<file path="src/rtl/implication_monitor_pkg.sv">
// Shared definitions for the implication monitor: delay limits and the
// status record layout consumed by the debug CSR block.
package implication_monitor_pkg;

  localparam int MAX_DELAY    = 16;
  localparam int STATUS_CNT_W = 8;
  localparam int STATUS_TS_W  = 16;

  typedef struct packed {
    logic                    err;
    logic                    first_valid;
    logic [STATUS_CNT_W-1:0] viol_count;
    logic [STATUS_TS_W-1:0]  first_ts;
  } monitor_status_t;

  function automatic logic delay_ok(input int d);
    return (d >= 1) && (d <= MAX_DELAY);
  endfunction

endpackage

</file>
<file path="src/rtl/implication_monitor_obligation_pipe.sv">
// DELAY-deep shift register of outstanding obligations; each bit is one
// antecedent in flight, so overlapping antecedents never merge.
module obligation_pipe
  import implication_monitor_pkg::*;
#(
  parameter int DELAY = 1
) (
  input  logic CLK,
  input  logic ASYNCRESETN,
  input  logic push,
  input  logic flush,
  output logic matured,
  output logic any
);

  logic [DELAY-1:0] pend_reg;
  logic [DELAY-1:0] pend_next;

  assign pend_next[0] = push & ~flush;

  for (genvar gi = 1; gi < DELAY; gi++) begin : g_shift
    assign pend_next[gi] = pend_reg[gi-1] & ~flush;
  end

  always_ff @(posedge CLK or negedge ASYNCRESETN) begin
    if (!ASYNCRESETN) begin
      pend_reg <= '0;
    end else begin
      pend_reg <= pend_next;
    end
  end

  assign matured = pend_reg[DELAY-1];
  assign any     = |pend_reg;

endmodule

</file>
<file path="src/rtl/implication_monitor.sv">
// Run-time checker for "ante |-> ##DELAY cons": timestamp counter, sticky
// status, saturating violation count and first-failure timestamp capture.
module implication_monitor
  import implication_monitor_pkg::*;
#(
  parameter int DELAY = 1,
  parameter int CNT_W = 8,
  parameter int TS_W  = 16
) (
  input  logic             CLK,
  input  logic             ASYNCRESETN,
  input  logic             en,
  input  logic             ante,
  input  logic             cons,
  input  logic             clr,
  output logic             violation,
  output logic             err,
  output logic [CNT_W-1:0] viol_count,
  output logic             first_valid,
  output logic [TS_W-1:0]  first_ts,
  output logic             pending
);

  if (!delay_ok(DELAY)) begin : g_bad_delay
    $error("implication_monitor: DELAY=%0d outside 1..%0d", DELAY, MAX_DELAY);
  end

  logic             matured;
  logic             pend_any;
  logic             fail;
  logic [TS_W-1:0]  ts_reg;
  logic             violation_reg;
  logic             err_reg;
  logic [CNT_W-1:0] viol_count_reg;
  logic             first_valid_reg;
  logic [TS_W-1:0]  first_ts_reg;

  obligation_pipe #(
    .DELAY(DELAY)
  ) u_pipe (
    .CLK         (CLK),
    .ASYNCRESETN (ASYNCRESETN),
    .push        (en & ante),
    .flush       (clr),
    .matured     (matured),
    .any         (pend_any)
  );

  // clr takes priority: a failure checked on the clearing edge is dropped
  assign fail = matured & ~cons & ~clr;

  always_ff @(posedge CLK or negedge ASYNCRESETN) begin
    if (!ASYNCRESETN) begin
      ts_reg          <= '0;
      violation_reg   <= 1'b0;
      err_reg         <= 1'b0;
      viol_count_reg  <= '0;
      first_valid_reg <= 1'b0;
      first_ts_reg    <= '0;
    end else begin
      ts_reg <= ts_reg + TS_W'(1);
      if (clr) begin
        violation_reg   <= 1'b0;
        err_reg         <= 1'b0;
        viol_count_reg  <= '0;
        first_valid_reg <= 1'b0;
        first_ts_reg    <= '0;
      end else begin
        violation_reg <= fail;
        if (fail) begin
          err_reg <= 1'b1;
          if (viol_count_reg != {CNT_W{1'b1}}) begin
            viol_count_reg <= viol_count_reg + CNT_W'(1);
          end
          if (!first_valid_reg) begin
            first_valid_reg <= 1'b1;
            first_ts_reg    <= ts_reg;
          end
        end
      end
    end
  end

  assign violation   = violation_reg;
  assign err         = err_reg;
  assign viol_count  = viol_count_reg;
  assign first_valid = first_valid_reg;
  assign first_ts    = first_ts_reg;
  assign pending     = pend_any;

endmodule

</file>
<file path="config.mk">
export PLATFORM = sky130hd
export DESIGN_NAME = implication_monitor
export DESIGN_NICKNAME = d
export VERILOG_FILES = /design/src/rtl/implication_monitor_pkg.sv /design/src/rtl/implication_monitor_obligation_pipe.sv /design/src/rtl/implication_monitor.sv
export SDC_FILE = /design/constraint.sdc
export NUM_CORES = 1
export LEC_CHECK = 0
export ABC_CLOCK_PERIOD_IN_PS = 1790
export CAP_MARGIN = 20
export CORE_UTILIZATION = 61
export CTS_CLUSTER_DIAMETER = 80
export DETAILED_ROUTE_END_ITERATION = 12
export DONT_BUFFER_PORTS = 1
export PLACE_DENSITY = 0.8
export SYNTH_ARGS = -nofsm -noshare
export SYNTH_HDL_FRONTEND = slang
export SYNTH_SLANG_ARGS = --single-unit
</file>
<file path="constraint.sdc">
create_clock -name CLK -period 1.79 [get_ports CLK]
set_clock_uncertainty 0.15 [all_clocks]
set_input_delay 0.179 -clock CLK [delete_from_list [all_inputs] [get_ports CLK]]
set_output_delay 0.179 -clock CLK [all_outputs]
set_load 0.02 [all_outputs]
</file>
Word level (Yosys, flattened, before mapping)
Index checks and enable logic that the tools add are counted.

Memories: 0. Input port bits: 6. Bits in writable memories: 0. Latch bits: 0. Flip-flop bits (word level): 43. Bits in read-only memories: 0. Output and inout bits: 28. Logic and storage cells: 29.

Multipliers: 0. Reductions and logical operators: 4. Magnitude comparators: 0. Divide/modulo/power cells: 0. Muxes and demuxes: 9. Add/sub/neg operators: 2. Bitwise gates (word level): 6. Equality and inequality tests: 2. Shift operators: 0.

Operators by type and width (number): $mux 16 (3); $mux 8 (3); $add 16x1->16 const B (1); $add 8x1->8 const B (1); $ne 8x8->1 const B (1); $and 1x1->1 (4); $reduce_and 2->1 (2); $reduce_bool 2->1 (2); $mux 1 (3); $ne 2x2->1 const B (1); $not 1->1 (2).

Logic depth before layout (Yosys ltp)
Gate-level depths: netlist (run 1).

Word-level depth: 5. Gate-level depth with buffers: 4.

Cells and area by module
From an unflattened synthesis (run 1), not the netlist that was laid out.

Cell total of the unflattened synthesis: 153. Area, all modules: 1911.8 µm².

Modules (own cells, without submodules): implication_monitor (instances 1, area each 1865.5 µm², cells an instance 150); obligation_pipe (instances 1, area each 46.3 µm², cells an instance 3).

Least setup slack after synthesis (run 1)
OpenSTA, ideal clock, no wires.

Path kind: reg-to-reg. From: register viol_count_reg[0], in the netlist viol_count[0]. To: register viol_count_reg[0], in the netlist viol_count[0]. Stages on the path, launching flop included: 5. Arrival: 1.472 ns. Clock period less this slack: 1.747 ns. Path buffers: 0. Setup slack: 0.043 ns. Required time: 1.515 ns. Path through: dfrtp_1 > ha_1 > and3_1 > a21oi_1 > mux2_2.

Word-level cells in the longest chain between the ends: 4. Elaborated cells on any way between the ends: 7.

RTL lines: from (decl) (line implication_monitor.sv:34) `logic [CNT_W-1:0] viol_count_reg;`; from (signal assigned) (line implication_monitor.sv:73) `viol_count_reg <= viol_count_reg + CNT_W'(1);`; $add 8x1->8 (line implication_monitor.sv:73); $mux 8 (line implication_monitor.sv:72) `if (viol_count_reg != {CNT_W{1'b1}}) begin`; $mux 8 (line implication_monitor.sv:70) `if (fail) begin`; $mux 8 (line implication_monitor.sv:62) `if (clr) begin`.

Parallel ways exist; a longest one is shown, timed or not. The select of a mux whose other input is x is not followed. A chain may end at the register's enable or synchronous reset.

Final worst setup path (run 1)
Same ends and word-level chain as after synthesis.

==> impl_metrics.json, run 1 <==
{
  "synth_edf_count": 0,
  "final.setup.tns_ns": 0,
  "cp_slowest_stage_delay_ns": 0.40,
  "met2WireLength_mm": 1.903,
  "wl_per_cell_um": 18.42,
  "yosys.area.top_type": "dfrtp_1",
  "hp-class": "input pin to flop",
  "place.gp.congestion": 0.8760,
  "drive_above_1_share": 0.1686,
  "met3_length_um": 178,
  "std_cell_rows": 19,
  "holdWs_ns": 0.02730,
  "setup_violations": 0,
  "synthDistinctLibCells": 38,
  "dieArea_um2": 3268,
  "path_cells": "ha_1 -> and3_1 -> a21oi_2 -> mux2_2",
  "cp_slowest_cell": "dfrtp_1",
  "clockBufferDepth": 2,
  "slew_headroom": 0.6733,
  "period_needed_ns": 1.686,
  "critPathLaunchType": "flop",
  "ys_async_sr_fraction": 1.000,
  "first_global_vias": 1383,
  "rsz0062_at_grt": "false",
  "initialDrtViolationCount": 96,
  "clock_latency_ns": 0.36,
  "leakagePower_nw": 0.9879,
  "cp-end-kind": "flop",
  "path_class": "flop to flop",
  "crit_fanout": 5,
  "antenna-diode-count": 0,
  "grt_max_degree": 44,
  "drtPass1Iterations": 8,
  "seq_area_frac_synth": 0.5795,
  "num_vias": 1312,
  "via_per_inst": 6.463,
  "slew_viol_final": 0,
  "ys_ff_latch": 43,
  "arrival_ns": 1.79,
  "io_buffers": 0,
  "wl_met1_mm": 1.586,
  "coreArea_um2": 2829,
  "critPathTopFamily": "flip-flops",
  "clockRootBuffer": "clkbuf_4",
  "path_buf_inv": 0,
  "crit_path_start": "viol_count[0]",
  "die_x_um": 57.17,
  "avgSynthCellArea_um2": 12.46,
  "tritoncts": "yes",
  "clkSinkCount": 43,
  "grt_overflow": 0,
  "r2r_start": "viol_count[0]",
  "worstMarginPinSlew_ns": 0.4884,
  "synthFlopType": "dfrtp_1",
  "top_layer": "met4",
  "syn_inst": 149,
  "max_cap_violations": 0,
  "path_clk_slew_ns": 0.12,
  "post_cts_buffers": 0,
  "p_per_area_nw_per_um2": 751.0,
  "instances_no_fill": 203,
  "fmax_mhz": 593.0,
  "antenna_found_initial": 0,
  "yosys_warnings": 0,
  "status": "finished with violations",
  "worst_ir_drop_vdd_uv": 582.5,
  "required_ns": 1.90,
  "route.detailed.drc": 3,
  "htree_levels": 2,
  "die_y_um": 57.17,
  "antenna_left": 0,
  "ios": 34,
  "final_area_um2": 2132,
  "layout_worst_path_cycle_share": 0.9420,
  "synth_top_cell_area_share": 0.5795,
  "synth_area_um2": 1857,
  "start_util": 0.6563,
  "hold_viol_final": 0,
  "worstHoldStart": "cons",
  "ys_top_cells_by_area": "dfrtp_1, a22o_1, xor2_1",
  "finish.net_count": 179,
  "area.growth.synth_to_final_pct": 14.82,
  "dp_hpwl_mm": 2.443,
  "routed_wl_mm": 3.739,
  "placed_area_um2": 1976,
  "grt_first_pass_wirelength_mm": 6.568,
  "synth_fp_nets": 157,
  "grt_usage": 0.2782,
  "dp.cells": 188,
  "violations": "design-rule violations",
  "cts-buffers-inserted": 5
}
-- tightest hold or removal path: cells and delay by family --
family | cells | cell delay, ns
AND/OR/NAND/NOR | 2 | 0.26
AO/OA/AOI/OAI | 1 | 0.07
-- metrics by stage --
stage	worst slack [ns]	power (W)	utilization
CTS	0.04119	0.001620	0.7523
finish	0.1037	0.001601	0.7536
detailed placement	0.08717	0.001045	0.6984
global placement	0.1545	0.001044	0.6984
global route	0.04609	0.001664	0.7536
floorplan	0.04305	0.001034	-
-- power breakdown --
part	leakage [nW]	internal, W	switching, W
Combinational	0.366	0.0000317	0.0000471
Sequential	0.585	0.000977	0.00000802
Clock	0.0375	0.000230	0.000308
-- cell families after synthesis --
kind of cell	synth area share
xor gates and xnor gates	0.06604
muxes	0.01146
adders and majority gates	0.01347
DFF	0.5795
AOI/OAI and AO/OA	0.1233
buffers and inverters	0.02628
and+or+nand+nor	0.1799
-- worst paths after layout --
| check | depth (start not counted) | to | slack [ns] |
|---|---|---|---|
| worst max-delay path | 4 | viol_count[0] | 0.10 |
| worst min-delay path | 3 | viol_count[2] | 0.03 |
| worst max register to register | 4 | viol_count[0] | 0.10 |
| worst min register to register | 1 | ts_reg[15] | 0.33 |
| max in group asynchronous | 2 | first_ts[0] | 1.14 |
| min in group asynchronous | 2 | first_valid | 0.14 |
-- repair_timing --
action                                  CTS  global route
endpoints found under the setup margin    0             1
gates resized for setup                   0             1
endpoints found under the hold margin    54             0
hold buffers                              7             0
-- cells in the mapped netlist, drive strengths merged, types with 4 or more instances --
cell / instances
nor4: 7
nand2b: 5
a21oi: 4
nor3: 5
buf: 4
nand3: 5
nand4: 5
xnor2: 6
inv: 5
a22o: 16
nor2: 4
nand2: 5
dfrtp: 43
xor2: 8
-- cells in the final DEF, fill, tap and decap left out, types with 4 or more instances in the layout --
master	Yosys	layout
nor2_1	4	4
nand2_1	5	5
inv_1	5	5
clkbuf_4	0	5
dfrtp_1	43	43
nand3_1	4	4
dlygate4sd3_1	0	6
xnor2_1	6	6
nor4_1	7	7
a22o_1	16	16
buf_4	2	12
nand4_1	4	4
nor3_1	4	4
nand2b_1	5	5
xor2_1	8	8
-- per-layer routing --
layer / vias up / track usage
li1: 598 / -
met1: 674 / 0.3574
met2: 33 / 0.4471
met3: 7 / 0.07710
met4: 0 / 0.1220
met5: - / 0
-- cell type report --
class / count / area [um2]
Multi-Input combinational cell: 96 / 735.7
Inverter: 5 / 18.77
Sequential cell: 43 / 1076
Clock buffer: 7 / 65.06
Timing Repair Buffer: 20 / 190.2
Clock inverter: 1 / 7.507
Fill cell: 176 / 696.9
Tap cell: 31 / 38.79
Note: power is estimated with default switching activity, not from simulation.
==> run 2, diff against run 1 <==
--- a/config.mk
+++ b/config.mk
@@ -7,6 +7,7 @@
 export LEC_CHECK = 0
 export ABC_CLOCK_PERIOD_IN_PS = 1790
 export CAP_MARGIN = 20
+export CORE_MARGIN = 2
 export CORE_UTILIZATION = 61
 export CTS_CLUSTER_DIAMETER = 80
 export DETAILED_ROUTE_END_ITERATION = 12
==> impl_metrics.json, run 2 (synthesis results as in run 1) <==
{
  "status": "finished clean",
  "fin_util": 0.6958,
  "area.growth.synth_to_final_pct": 11.59,
  "multiInputGateArea_um2": 732.0,
  "cp-end-kind": "flop",
  "p_per_area_nw_per_um2": 724.8,
  "ios": 34,
  "dp_hpwl_mm": 2.515,
  "clockRootBuffer": "clkbuf_4",
  "antenna-diode-count": 0,
  "rrSetupSlack_ns": 0.09,
  "required_ns": 1.88,
  "routed_wl_mm": 3.648,
  "path_clk_slew_ns": 0.12,
  "worstMarginPinSlew_ns": 0.5997,
  "rsz0062_at_grt": "false",
  "register_area_um2": 1076,
  "path_buf_inv": 0,
  "final_common_cell": "dfrtp_1",
  "antenna_found_initial": 0,
  "post_cts_buffers": 0,
  "wl_per_cell_um": 18.06,
  "num_vias": 1285,
  "htree_levels": 2,
  "dieArea_um2": 3501,
  "io_buffers": 0,
  "coreArea_um2": 2978,
  "clockBufferDepth": 2,
  "first_global_vias": 1227,
  "holdPathEnd": "viol_count[2]",
  "clock_latency_ns": 0.34,
  "period_needed_ns": 1.698,
  "slew_viol_final": 0,
  "leakagePower_nw": 0.9625,
  "critPathTopFamily": "flip-flops",
  "slew_headroom": 0.5989,
  "grt_first_pass_wirelength_mm": 5.816,
  "fillers": 235,
  "holdWs_ns": 0.02687,
  "max_cap_violations": 0,
  "setup_violations": 0,
  "cp_slowest_cell": "dfrtp_1",
  "worst_ir_drop_vdd_uv": 574.0,
  "worstHoldPathCells": 3,
  "final.setup.tns_ns": 0,
  "path_cells": "ha_1 -> and3_1 -> a21oi_1 -> mux2_2",
  "clkSinkCount": 43,
  "reg2reg_to": "viol_count[0]",
  "drive_above_1_share": 0.1538,
  "initialDrtViolationCount": 65,
  "critPathLaunchType": "flop",
  "grt_overflow": 0,
  "cp_slowest_stage_delay_ns": 0.40,
  "fmax_mhz": 589.0,
  "layout_worst_path_cycle_share": 0.9485,
  "grt_max_degree": 44,
  "r2r_cells": 4,
  "die_y_um": 59.17,
  "arrival_ns": 1.79,
  "antenna_left": 0,
  "most-common-layout-cells": "dfrtp_1, a22o_1, buf_4",
  "place_ws_ns": 0.1197,
  "setup_ws_ns": 0.09211,
  "start_util": 0.6235,
  "tritoncts": "yes",
  "via_per_inst": 6.361,
  "hold_viol_final": 0,
  "cts-buffers-inserted": 5,
  "std_cell_rows": 20,
  "grt_usage": 0.2309,
  "drtPass1Iterations": 4,
  "r2r_start": "viol_count[0]",
  "die_x_um": 59.17,
  "crit_fanout": 5,
  "place.gp.congestion": 0.8975,
  "hp-class": "input pin to flop",
  "worstHoldStart": "cons",
  "path_class": "flop to flop",
  "route.detailed.drc": 0,
  "finish.net_count": 176
}
## run 2: layout make-up
type,count,share of cell area
inverter,5,0.009058
tap,33,0.01993
timing repair buffer,17,0.07246
clock buffer,6,0.01993
clock inverter,2,0.006039
sequential,43,0.5193
multi-input combinational,96,0.3533
## run 2: per-layer routing
metal	GRT usage	up-vias	wire, um
li1	-	597	-
met1	0.2870	641	1584
met2	0.3508	41	1792
met3	0.09389	6	212
met4	0.1136	0	59
met5	0	-	0
## run 2: worst register-to-register path, delay by kind of cell, from the launching register on
family	cells	cell delay [ns]
DFF	1	0.40
muxes	1	0.36
adders and majority gates	1	0.26
AOI/OAI and AO/OA	1	0.24
and+or+nand+nor	1	0.19
## run 2: how the worst max path moves through the flow
stage                        startpoint  slack [ns]       endpoint  depth (start not counted)
after floorplan           viol_count[0]        0.04  viol_count[0]                          4
after global placement    viol_count[0]        0.16  viol_count[0]                          4
after detailed placement  viol_count[0]        0.12  viol_count[0]                          4
after CTS                 viol_count[0]        0.10  viol_count[0]                          4
after global routing      viol_count[0]        0.05  viol_count[0]                          4
final                     viol_count[0]        0.09  viol_count[0]                          4
## run 2: what timing repair did
item	CTS	global route
gates resized for setup	0	0
endpoints found under the hold margin	67	0
setup endpoints to repair	0	0
hold buffers	5	0
## run 2: power by group
group | total [W] | internal [W] | switching, W
registers | 0.000985 | 0.000976 | 0.00000822
logic | 0.0000691 | 0.0000236 | 0.0000456
clock network | 0.000448 | 0.000152 | 0.000296
total | 0.00150 | 0.00115 | 0.000350
## run 2: metrics by stage
stage	instance area [um2]	power, W	instances
6_report	2072	0.001502	202
2_1_floorplan	1857	0.001034	149
4_1_cts	2072	0.001518	202
3_5_place_dp	1958	0.001039	189
5_1_grt	2072	0.001567	202
3_3_place_gp	1958	0.001037	189
